**config.mk**
```make
export PLATFORM = sky130hd
export DESIGN_NAME = sc_scbc_ulpi_reg
export DESIGN_NICKNAME = d
export VERILOG_FILES = /design/src/rtl/sc_scbc_ulpi_reg.sv
export SDC_FILE = /design/constraint.sdc
export NUM_CORES = 1
export LEC_CHECK = 0
export CAP_MARGIN = 40
export CELL_PAD_IN_SITES_DETAIL_PLACEMENT = 0
export CELL_PAD_IN_SITES_GLOBAL_PLACEMENT = 2
export CORE_ASPECT_RATIO = 0.8
export CORE_MARGIN = 2
export CORE_UTILIZATION = 31
export CTS_BUF_LIST = sky130_fd_sc_hd__clkbuf_4 sky130_fd_sc_hd__clkbuf_8
export CTS_CLUSTER_DIAMETER = 80
export DETAILED_ROUTE_END_ITERATION = 7
export PLACE_DENSITY = 0.86
export REMOVE_ABC_BUFFERS = 1
export SLEW_MARGIN = 40
export SYNTH_ARGS = -nofsm -noshare
export SYNTH_HDL_FRONTEND = slang
export SYNTH_SLANG_ARGS = --single-unit
```
**constraint.sdc**
```tcl
create_clock -name ULPICLK -period 1.85 [get_ports ULPICLK]
set_input_delay 0.37 -clock ULPICLK [delete_from_list [all_inputs] [get_ports ULPICLK]]
set_output_delay 0.37 -clock ULPICLK [all_outputs]
set_load 0.02 [all_outputs]
```
**src/rtl/sc_scbc_ulpi_reg.sv**
```systemverilog
// ULPI link-side PHY register read/write engine, ULPICLK domain.
// Define SC_SCBC_ULPI_EXTREG_EN to enable extended register access (ADDR[7:6] != 0).
module sc_scbc_ulpi_reg #(
  parameter int unsigned NXT_TIMEOUT = 64
) (
  input  logic       ULPICLK,
  input  logic       ULPIRST,
  input  logic       REQ,
  input  logic       WE,
  input  logic [7:0] ADDR,
  input  logic [7:0] WDATA,
  output logic       BUSY,
  output logic       ACK,
  output logic       ERR,
  output logic [7:0] RDATA,
  input  logic       DIR,
  input  logic       NXT,
  input  logic [7:0] DATA_I,
  output logic [7:0] DATA_O,
  output logic       DATA_OE,
  output logic       STP
);

  localparam int unsigned DW       = 8;
  localparam logic [7:0]  TMO      = 8'(NXT_TIMEOUT);
  localparam logic [5:0]  EXT_CODE = 6'h2F;
`ifdef SC_SCBC_ULPI_EXTREG_EN
  localparam int unsigned AW = 8;
`else
  localparam int unsigned AW = 6;
`endif

  typedef enum logic [3:0] {
    S_IDLE, S_WAIT_BUS, S_TXCMD, S_EXTADDR, S_WDATA,
    S_STOP, S_RD_TA, S_RD_DATA, S_RD_TA2, S_DONE
  } state_t;

  state_t          r_state, w_state_n;
  logic            r_we, w_we_n;
  logic [AW-1:0]   r_addr, w_addr_n;
  logic [DW-1:0]   r_wdata, w_wdata_n;
  logic            r_busy, w_busy_n;
  logic            r_ack, w_ack_n;
  logic            r_err, w_err_n;
  logic [DW-1:0]   r_rdata, w_rdata_n;
  logic [DW-1:0]   r_rdbuf, w_rdbuf_n;
  logic [DW-1:0]   r_data_o, w_data_o_n;
  logic            r_data_oe, w_data_oe_n;
  logic            r_stp, w_stp_n;
  logic [7:0]      r_cnt, w_cnt_n;
  logic [7:0]      w_cnt_inc;
  logic            w_tmo;
  logic            w_ext;
  logic            w_req_illegal;
  logic [DW-1:0]   w_txcmd;
  logic            w_finish;
  logic            w_fail;

`ifdef SC_SCBC_ULPI_EXTREG_EN
  assign w_ext         = |r_addr[AW-1:6];
  assign w_req_illegal = 1'b0;
`else
  assign w_ext         = 1'b0;
  assign w_req_illegal = |ADDR[7:6];
`endif

  // Register command byte: 10 = write, 11 = read, then immediate or extended address code.
  assign w_txcmd   = {r_we ? 2'b10 : 2'b11, w_ext ? EXT_CODE : r_addr[5:0]};
  assign w_cnt_inc = (r_cnt < TMO) ? r_cnt + 8'd1 : r_cnt;
  assign w_tmo     = (w_cnt_inc >= TMO);

  always_ff @(posedge ULPICLK) begin
    if (ULPIRST) begin
      r_state   <= S_IDLE;
      r_we      <= 1'b0;
      r_addr    <= '0;
      r_wdata   <= '0;
      r_busy    <= 1'b0;
      r_ack     <= 1'b0;
      r_err     <= 1'b0;
      r_rdata   <= '0;
      r_rdbuf   <= '0;
      r_data_o  <= '0;
      r_data_oe <= 1'b0;
      r_stp     <= 1'b0;
      r_cnt     <= '0;
    end else begin
      r_state   <= w_state_n;
      r_we      <= w_we_n;
      r_addr    <= w_addr_n;
      r_wdata   <= w_wdata_n;
      r_busy    <= w_busy_n;
      r_ack     <= w_ack_n;
      r_err     <= w_err_n;
      r_rdata   <= w_rdata_n;
      r_rdbuf   <= w_rdbuf_n;
      r_data_o  <= w_data_o_n;
      r_data_oe <= w_data_oe_n;
      r_stp     <= w_stp_n;
      r_cnt     <= w_cnt_n;
    end
  end

  always_comb begin
    w_state_n   = r_state;
    w_we_n      = r_we;
    w_addr_n    = r_addr;
    w_wdata_n   = r_wdata;
    w_busy_n    = r_busy;
    w_ack_n     = 1'b0;
    w_err_n     = 1'b0;
    w_rdata_n   = r_rdata;
    w_rdbuf_n   = r_rdbuf;
    w_data_o_n  = r_data_o;
    w_data_oe_n = r_data_oe;
    w_stp_n     = 1'b0;
    w_cnt_n     = r_cnt;
    w_finish    = 1'b0;
    w_fail      = 1'b0;

    case (r_state)
      S_IDLE: begin
        if (REQ) begin
          w_we_n    = WE;
          w_addr_n  = ADDR[AW-1:0];
          w_wdata_n = WDATA;
          w_cnt_n   = '0;
          if (w_req_illegal) begin
            w_finish = 1'b1;
            w_fail   = 1'b1;
          end else begin
            w_busy_n  = 1'b1;
            w_state_n = S_WAIT_BUS;
          end
        end
      end
      S_WAIT_BUS: begin
        if (!DIR) begin
          w_state_n   = S_TXCMD;
          w_data_o_n  = w_txcmd;
          w_data_oe_n = 1'b1;
        end
      end
      // PHY abort (DIR) takes priority over NXT; the timeout budget carries across reissues.
      S_TXCMD, S_EXTADDR: begin
        w_cnt_n = w_cnt_inc;
        if (DIR) begin
          w_state_n   = S_WAIT_BUS;
          w_data_o_n  = '0;
          w_data_oe_n = 1'b0;
        end else if (NXT) begin
          if (r_state == S_TXCMD && w_ext) begin
            w_state_n  = S_EXTADDR;
            w_data_o_n = DW'(r_addr);
          end else if (r_we) begin
            w_state_n  = S_WDATA;
            w_data_o_n = r_wdata;
          end else begin
            w_state_n   = S_RD_TA;
            w_data_o_n  = '0;
            w_data_oe_n = 1'b0;
          end
        end else if (w_tmo) begin
          w_finish = 1'b1;
          w_fail   = 1'b1;
        end
      end
      S_WDATA: begin
        w_cnt_n = w_cnt_inc;
        if (DIR) begin
          w_state_n   = S_WAIT_BUS;
          w_data_o_n  = '0;
          w_data_oe_n = 1'b0;
        end else if (NXT) begin
          w_state_n  = S_STOP;
          w_stp_n    = 1'b1;
          w_data_o_n = '0;
        end else if (w_tmo) begin
          w_finish = 1'b1;
          w_fail   = 1'b1;
        end
      end
      S_STOP: w_finish = 1'b1;
      S_RD_TA: begin
        w_cnt_n = w_cnt_inc;
        if (DIR) begin
          w_state_n = S_RD_DATA;
        end else if (w_tmo) begin
          w_finish = 1'b1;
          w_fail   = 1'b1;
        end
      end
      // Read data is staged and only committed to RDATA on a successful completion.
      S_RD_DATA: begin
        if (DIR && !NXT) begin
          w_rdbuf_n = DATA_I;
          w_state_n = S_RD_TA2;
        end else if (!DIR) begin
          w_state_n = S_WAIT_BUS;
        end
      end
      S_RD_TA2: begin
        w_cnt_n = w_cnt_inc;
        if (!DIR) begin
          w_finish = 1'b1;
        end else if (w_tmo) begin
          w_finish = 1'b1;
          w_fail   = 1'b1;
        end
      end
      S_DONE:  w_state_n = S_IDLE;
      default: w_state_n = S_IDLE;
    endcase

    if (w_finish) begin
      w_state_n   = S_DONE;
      w_ack_n     = 1'b1;
      w_err_n     = w_fail;
      w_busy_n    = 1'b0;
      w_data_o_n  = '0;
      w_data_oe_n = 1'b0;
      w_stp_n     = 1'b0;
      if (!w_fail && !r_we) begin
        w_rdata_n = r_rdbuf;
      end
    end
  end

  assign BUSY    = r_busy;
  assign ACK     = r_ack;
  assign ERR     = r_err;
  assign RDATA   = r_rdata;
  assign DATA_O  = r_data_o;
  // The PHY owns the bus whenever DIR is high.
  assign DATA_OE = r_data_oe & ~DIR;
  assign STP     = r_stp;

endmodule

```
==> Yosys cells after proc, flatten, opt, wreduce, memory -nomap -nowiden <==
Index checks and enable logic that the tools add are counted.
{ "word_totals": {"reg_bits": 56, "latch_bits": 0, "ramBits": 0, "rom_bits": 0, "inputBits": 30, "wordCells": 115, "n_memories": 0} }
{ "op_classes": {"addsub": 1, "n_mul": 0, "n_div": 0, "magnitude_cmp": 2, "eq_ne": 25, "n_shift": 0, "mux": 42, "bitwise_logic": 6, "reduce_logical": 25} }
{ "ops": {"columns": ["op", "n"], "rows": [
  ["2-to-1 mux 8 bit", 8],
  ["2-to-1 mux 4 bit", 11],
  ["case mux 4 bit (7 select lines)", 1],
  ["!= test 3 bit, second input constant", 8],
  ["case mux 8 bit (3 select lines)", 1],
  ["equality test 4 x 3 -> 1 bit, second input constant", 4],
  ["2-to-1 mux 1 bit", 16],
  ["case mux 8 bit (2 select lines)", 1],
  ["AND reduction 8 bit", 2],
  ["!= test 4 bit, second input constant", 3],
  ["!= test 2 bit, second input constant", 5],
  ["OR reduction 2 bit", 5],
  ["adder 8 x 1 -> 8 bit, second input constant", 1],
  ["equality test 4 x 2 -> 1 bit, second input constant", 2],
  [">= comparator 8 x 7 -> 1 bit, second input constant", 1],
  ["< comparator 8 x 7 -> 1 bit, second input constant", 1],
  ["AND reduction 2 bit", 4],
  ["inverter 1 bit", 5],
  ["case mux 1 bit (5 select lines)", 1],
  ["AND reduction 5 bit", 1],
  ["OR reduction 5 bit", 1],
  ["equality test 4 x 1 -> 1 bit, second input constant", 1],
  ["equality test 4 bit, second input constant", 1],
  ["logical NOT 4 bit", 1],
  ["other kinds (13)", 16]
]} }

==> Depth between registers and ports, before layout <==
{ "logic_depth": {"depth_word": 10, "ltp_mapped": 8} }

==> Worst setup path after synthesis <==
Ideal clock, no wire load.
{ "synth_path": {"path_kind": "register to register", "from": "reg r_state[2]", "to": "reg r_rdata[0], in the netlist RDATA[0]", "arrival_time_ps": 1634, "required_ps": 1778, "setup_slack_ps": 145, "path_stages_with_launch": 7, "path_cell_list": "dfxtp_1 buf_6 or3b_4 a21oi_2 o21ai_2 nor3_4 mux2i_1"} }
{ "synth_between": {"elab_chain_cells": 6} }
{ "synth_lines": {"columns": ["item", "line_no", "rtl"], "rows": [
  ["start, declared", "38", "state_t r_state, w_state_n;"],
  ["start signal, assigned", "88", "r_state <= w_state_n;"],
  ["equality test 4 x 2 -> 1 bit / equality test 4 x 3 -> 1 bit (equally long branches)", "121", "case (r_state)"],
  ["OR reduction 3 bit (no source line)", null, null],
  ["case mux 1 bit (4 select lines)", "121", null],
  ["logical NOT 1 bit", "223", "if (!w_fail && !r_we) begin"],
  ["logical AND 1 bit", "223", null],
  ["AND reduction 2 bit (no source line) *", null, null],
  ["end signal, assigned", "95", "r_rdata <= w_rdata_n;"],
  ["end, declared", "45", "logic [DW-1:0] r_rdata, w_rdata_n;"]
]} }
Mark *: on every way between the ends. The rest lies on a longest branch, timed or not.
A chain may end at the register's enable or synchronous reset.

==> Worst setup path in the final report <==
{ "layout_path": {"from": "in REQ", "to": "reg r_state[0]"} }
{ "layout_between": {"elab_chain_cells": 4} }
{ "layout_lines": {"columns": ["item", "line_no", "rtl"], "rows": [
  ["start, declared", "8", "input logic REQ,"],
  ["2-to-1 mux 1 bit", "123", "if (REQ) begin"],
  ["case mux 1 bit (5 select lines)", "121", null],
  ["!= test 4 bit (no source line), or another cell as far along", null, null],
  ["AND reduction 8 bit (no source line)", null, null]
]} }
Several ways; a longest one is shown, not always the timed one.

==> summary.txt <==
Clock tree
  – TritonCTS buffer count: 5
  – Cts hold-fix bufs: 0
  – CTS tree: built
  – Root Driver: clkbuf_8
  – Skew-Pair Late Insertion Delay: 300 ps
  – Clock sinks: 56
  – Clk slew on worst S/H paths: 100 ps
  – Max Buffers Root-to-Sink: 2
  – H-tree levels: 2

Drt
  – # DRC: 0
  – Vias/cell: 4.88
  – Final ANT Viol Nets: 0
  – DRT iter0 DRCs: 146
  – Routed Wire Length: 6.88 mm
  – Vias post-DR: 2481
  – Router iterations before antenna repair: 4
  – Drt wl/cell: 13.5 µm

Power
  – Lkg Pwr: 0.00136 µW
  – Peak supply drop: 0.412 mV
  – Cell Pwr Density: 1040 nW/µm²

Cells and area
  – Reg area: 1130 µm²
  – Commonest non-fill, non-tap cell in the layout: nand2_1
  – Commonest non-fill, non-tap cells in the layout: 55 x nand2_1, 51 x dfxtp_1, 47 x buf_4
  – Fin nets: 426
  – Final Cell Area: 3710 µm²
  – Multi-input logic area: 1410 µm²
  – Area Growth Syn to Fin: 41.0%
  – ANT cells: 0
  – Fillers: 844
  – Non-Filler Instances: 508
  – Share of cells above drive strength 1: 0.217

Timing
  – Tmin final: 1770 ps
  – Number of failing hold endpoints at the final stage: 0
  – Clock skew: 9.28 ps
  – Final TNS setup: 0 ps
  – Unrepaired setup endpoints after global routing: false
  – Worst-Margin Slew: 327 ps
  – Max Transition Viols Final: 0
  – Worst hold slack: 459 ps
  – Highest clock rate: 566 MHz
  – Rel. slew slack: 0.780
  – Finish-stage setup viols: 0
  – Final worst-path cycle share: 0.955

Setup path
  – Crit. End Element: register
  – Class of the most critical setup path: in -> reg
  – Data arrival, critical path: 1990 ps
  – Worst Path Required: 2070 ps
  – R2R depth: 6
  – R2r endpoint: r_state[3]
  – Crit start category: input pin
  – Reg-to-reg slack, setup: 90 ps
  – Crit Path Max Fanout: 5
  – R2r startpoint: r_cnt[0]

Synthesis
  – Number of synthesized register bits: 56
  – Mapped Area: 2630 µm²
  – Register area share after synthesis: 0.426
  – Yosys cell types: 49
  – Synth Instances: 313
  – Synth warn: 0
  – Synth Flop Type: dfxtp_1
  – Ys async rst share: 0
  – Post-synth EDFFs: 0
  – Avg Inst Size Synth: 8.40 µm²

GRT
  – Vias in the first global route: 2413
  – Largest net degree at the start of global routing: 22
  – Total gr overflow: 0
  – Initial antenna violation count: 0
  – First-pass GRT wire length: 11.5 mm
  – All-Layer GR Usage: 0.153

Place
  – GPL Wtd Cong: 0.884
  – Port buffer count: 50
  – Area after DPL: 3540 µm²
  – Cells after DPL: 500
  – Detailed placement HPWL: 5.05 mm

Hold path
  – Hold Crit Start: r_wdata[6]
  – Worst Hold End: r_wdata[6]
  – Hold depth: 2
  – Hold Path Class: reg -> reg

Floorplan
  – Core ar.: 8370 µm²
  – # rows: 30
  – IO Pins: 51
  – Die area: 9240 µm²
  – Starting density of the core: 0.314
  – Die X: 107 µm
  – Die height: 86.4 µm

Flow run
  – Max-cap violations: 0

Outcome
  – Outcome: finished clean
flip-flops by register name, summed over array words and instances, names as in the netlist:
| name | cells |
|---|---|
| DATA_O | 8 |
| BUSY | 1 |
| r_addr | 6 |
| r_data_oe | 1 |
| r_we | 1 |
| ERR | 1 |
| RDATA | 8 |
| ACK | 1 |
| r_cnt | 8 |
| r_rdbuf | 8 |
| STP | 1 |
| r_state | 4 |
| r_wdata | 8 |
cell usage after synthesis (3+ instances only):
| library cell | count | area (µm²) |
|---|---|---|
| a22oi_1 | 8 | 60.1 |
| inv_1 | 6 | 22.5 |
| nor4b_1 | 3 | 26.3 |
| mux2i_1 | 19 | 190 |
| dfxtp_1 | 56 | 1120 |
| nand3_1 | 5 | 25.0 |
| nor2_1 | 36 | 135 |
| nor3_1 | 3 | 15.0 |
| clkbuf_1 | 10 | 37.5 |
| buf_2 | 8 | 40.0 |
| nor2b_1 | 5 | 31.3 |
| a21oi_1 | 31 | 155 |
| nand2_1 | 55 | 206 |
| buf_4 | 5 | 37.5 |
| o21ai_0 | 6 | 30.0 |
| a211oi_1 | 5 | 37.5 |
| and3_1 | 6 | 37.5 |
| a31oi_1 | 3 | 18.8 |
| a211oi_2 | 6 | 75.1 |
metrics by stage:
stage,setup slack [ps],util,total power [µW]
CTS,18.5,0.439,3880
finish,82.4,0.443,3870
detailed placement,-393,0.423,3040
floorplan,-758,-,2300
global route,1.55,0.443,4120
global placement,-453,0.423,3020
report_power, final:
group | internal [µW] | switching (µW) | total [µW]
registers | 1370 | 123 | 1490
logic | 737 | 822 | 1560
clock network | 424 | 395 | 819
metal layers:
metal / GRT usage / up-vias / wire (µm)
li1: - / 1258 / -
met1: 0.216 / 1159 / 3570
met2: 0.244 / 53 / 2950
met3: 0.0248 / 11 / 255
met4: 0.0413 / 0 / 104
met5: 0 / - / 0
worst max-delay path by stage:
stage / from / to / slack [ps]
6_report: REQ / r_state[0] / 80
5_1_grt: r_state[2] / r_state[3] / 2
4_1_cts: ADDR[7] / r_state[0] / 20
3_5_place_dp: NXT / r_state[0] / -390
3_3_place_gp: DIR / r_state[0] / -450
2_1_floorplan: r_state[1] / r_rdbuf[0] / -760
logic make-up after synthesis:
kind of cell / share of synthesized area
and+or+nand+nor: 0.239
AOI/OAI and AO/OA: 0.201
DFF: 0.426
buffers and inverters: 0.0566
muxes: 0.0723
adders and majority gates: 0.00476
critical path, cell delays in order:
cell,delay [ps]
clkdlybuf4s50_1,470
or4b_4,460
a2bb2oi_2,140
o32ai_2,90
buf_4,160
a211o_1,220
o211ai_1,80
layout make-up:
type                       instances  area share
clock inverter                     2      0.0105
timing repair buffer              99       0.241
tap                              112      0.0378
sequential                        56       0.305
multi-input combinational        227       0.379
clock buffer                       6      0.0206
inverter                           6     0.00607
what timing repair did:
item                                    4_1_cts  5_1_grt
hold endpoints to repair                      0        0
resized for setup                             8       12
endpoints found under the setup margin       14       33
setup buffers                                 0        1
pin swaps                                     0        5
Note: power is estimated with default switching activity, not from simulation.
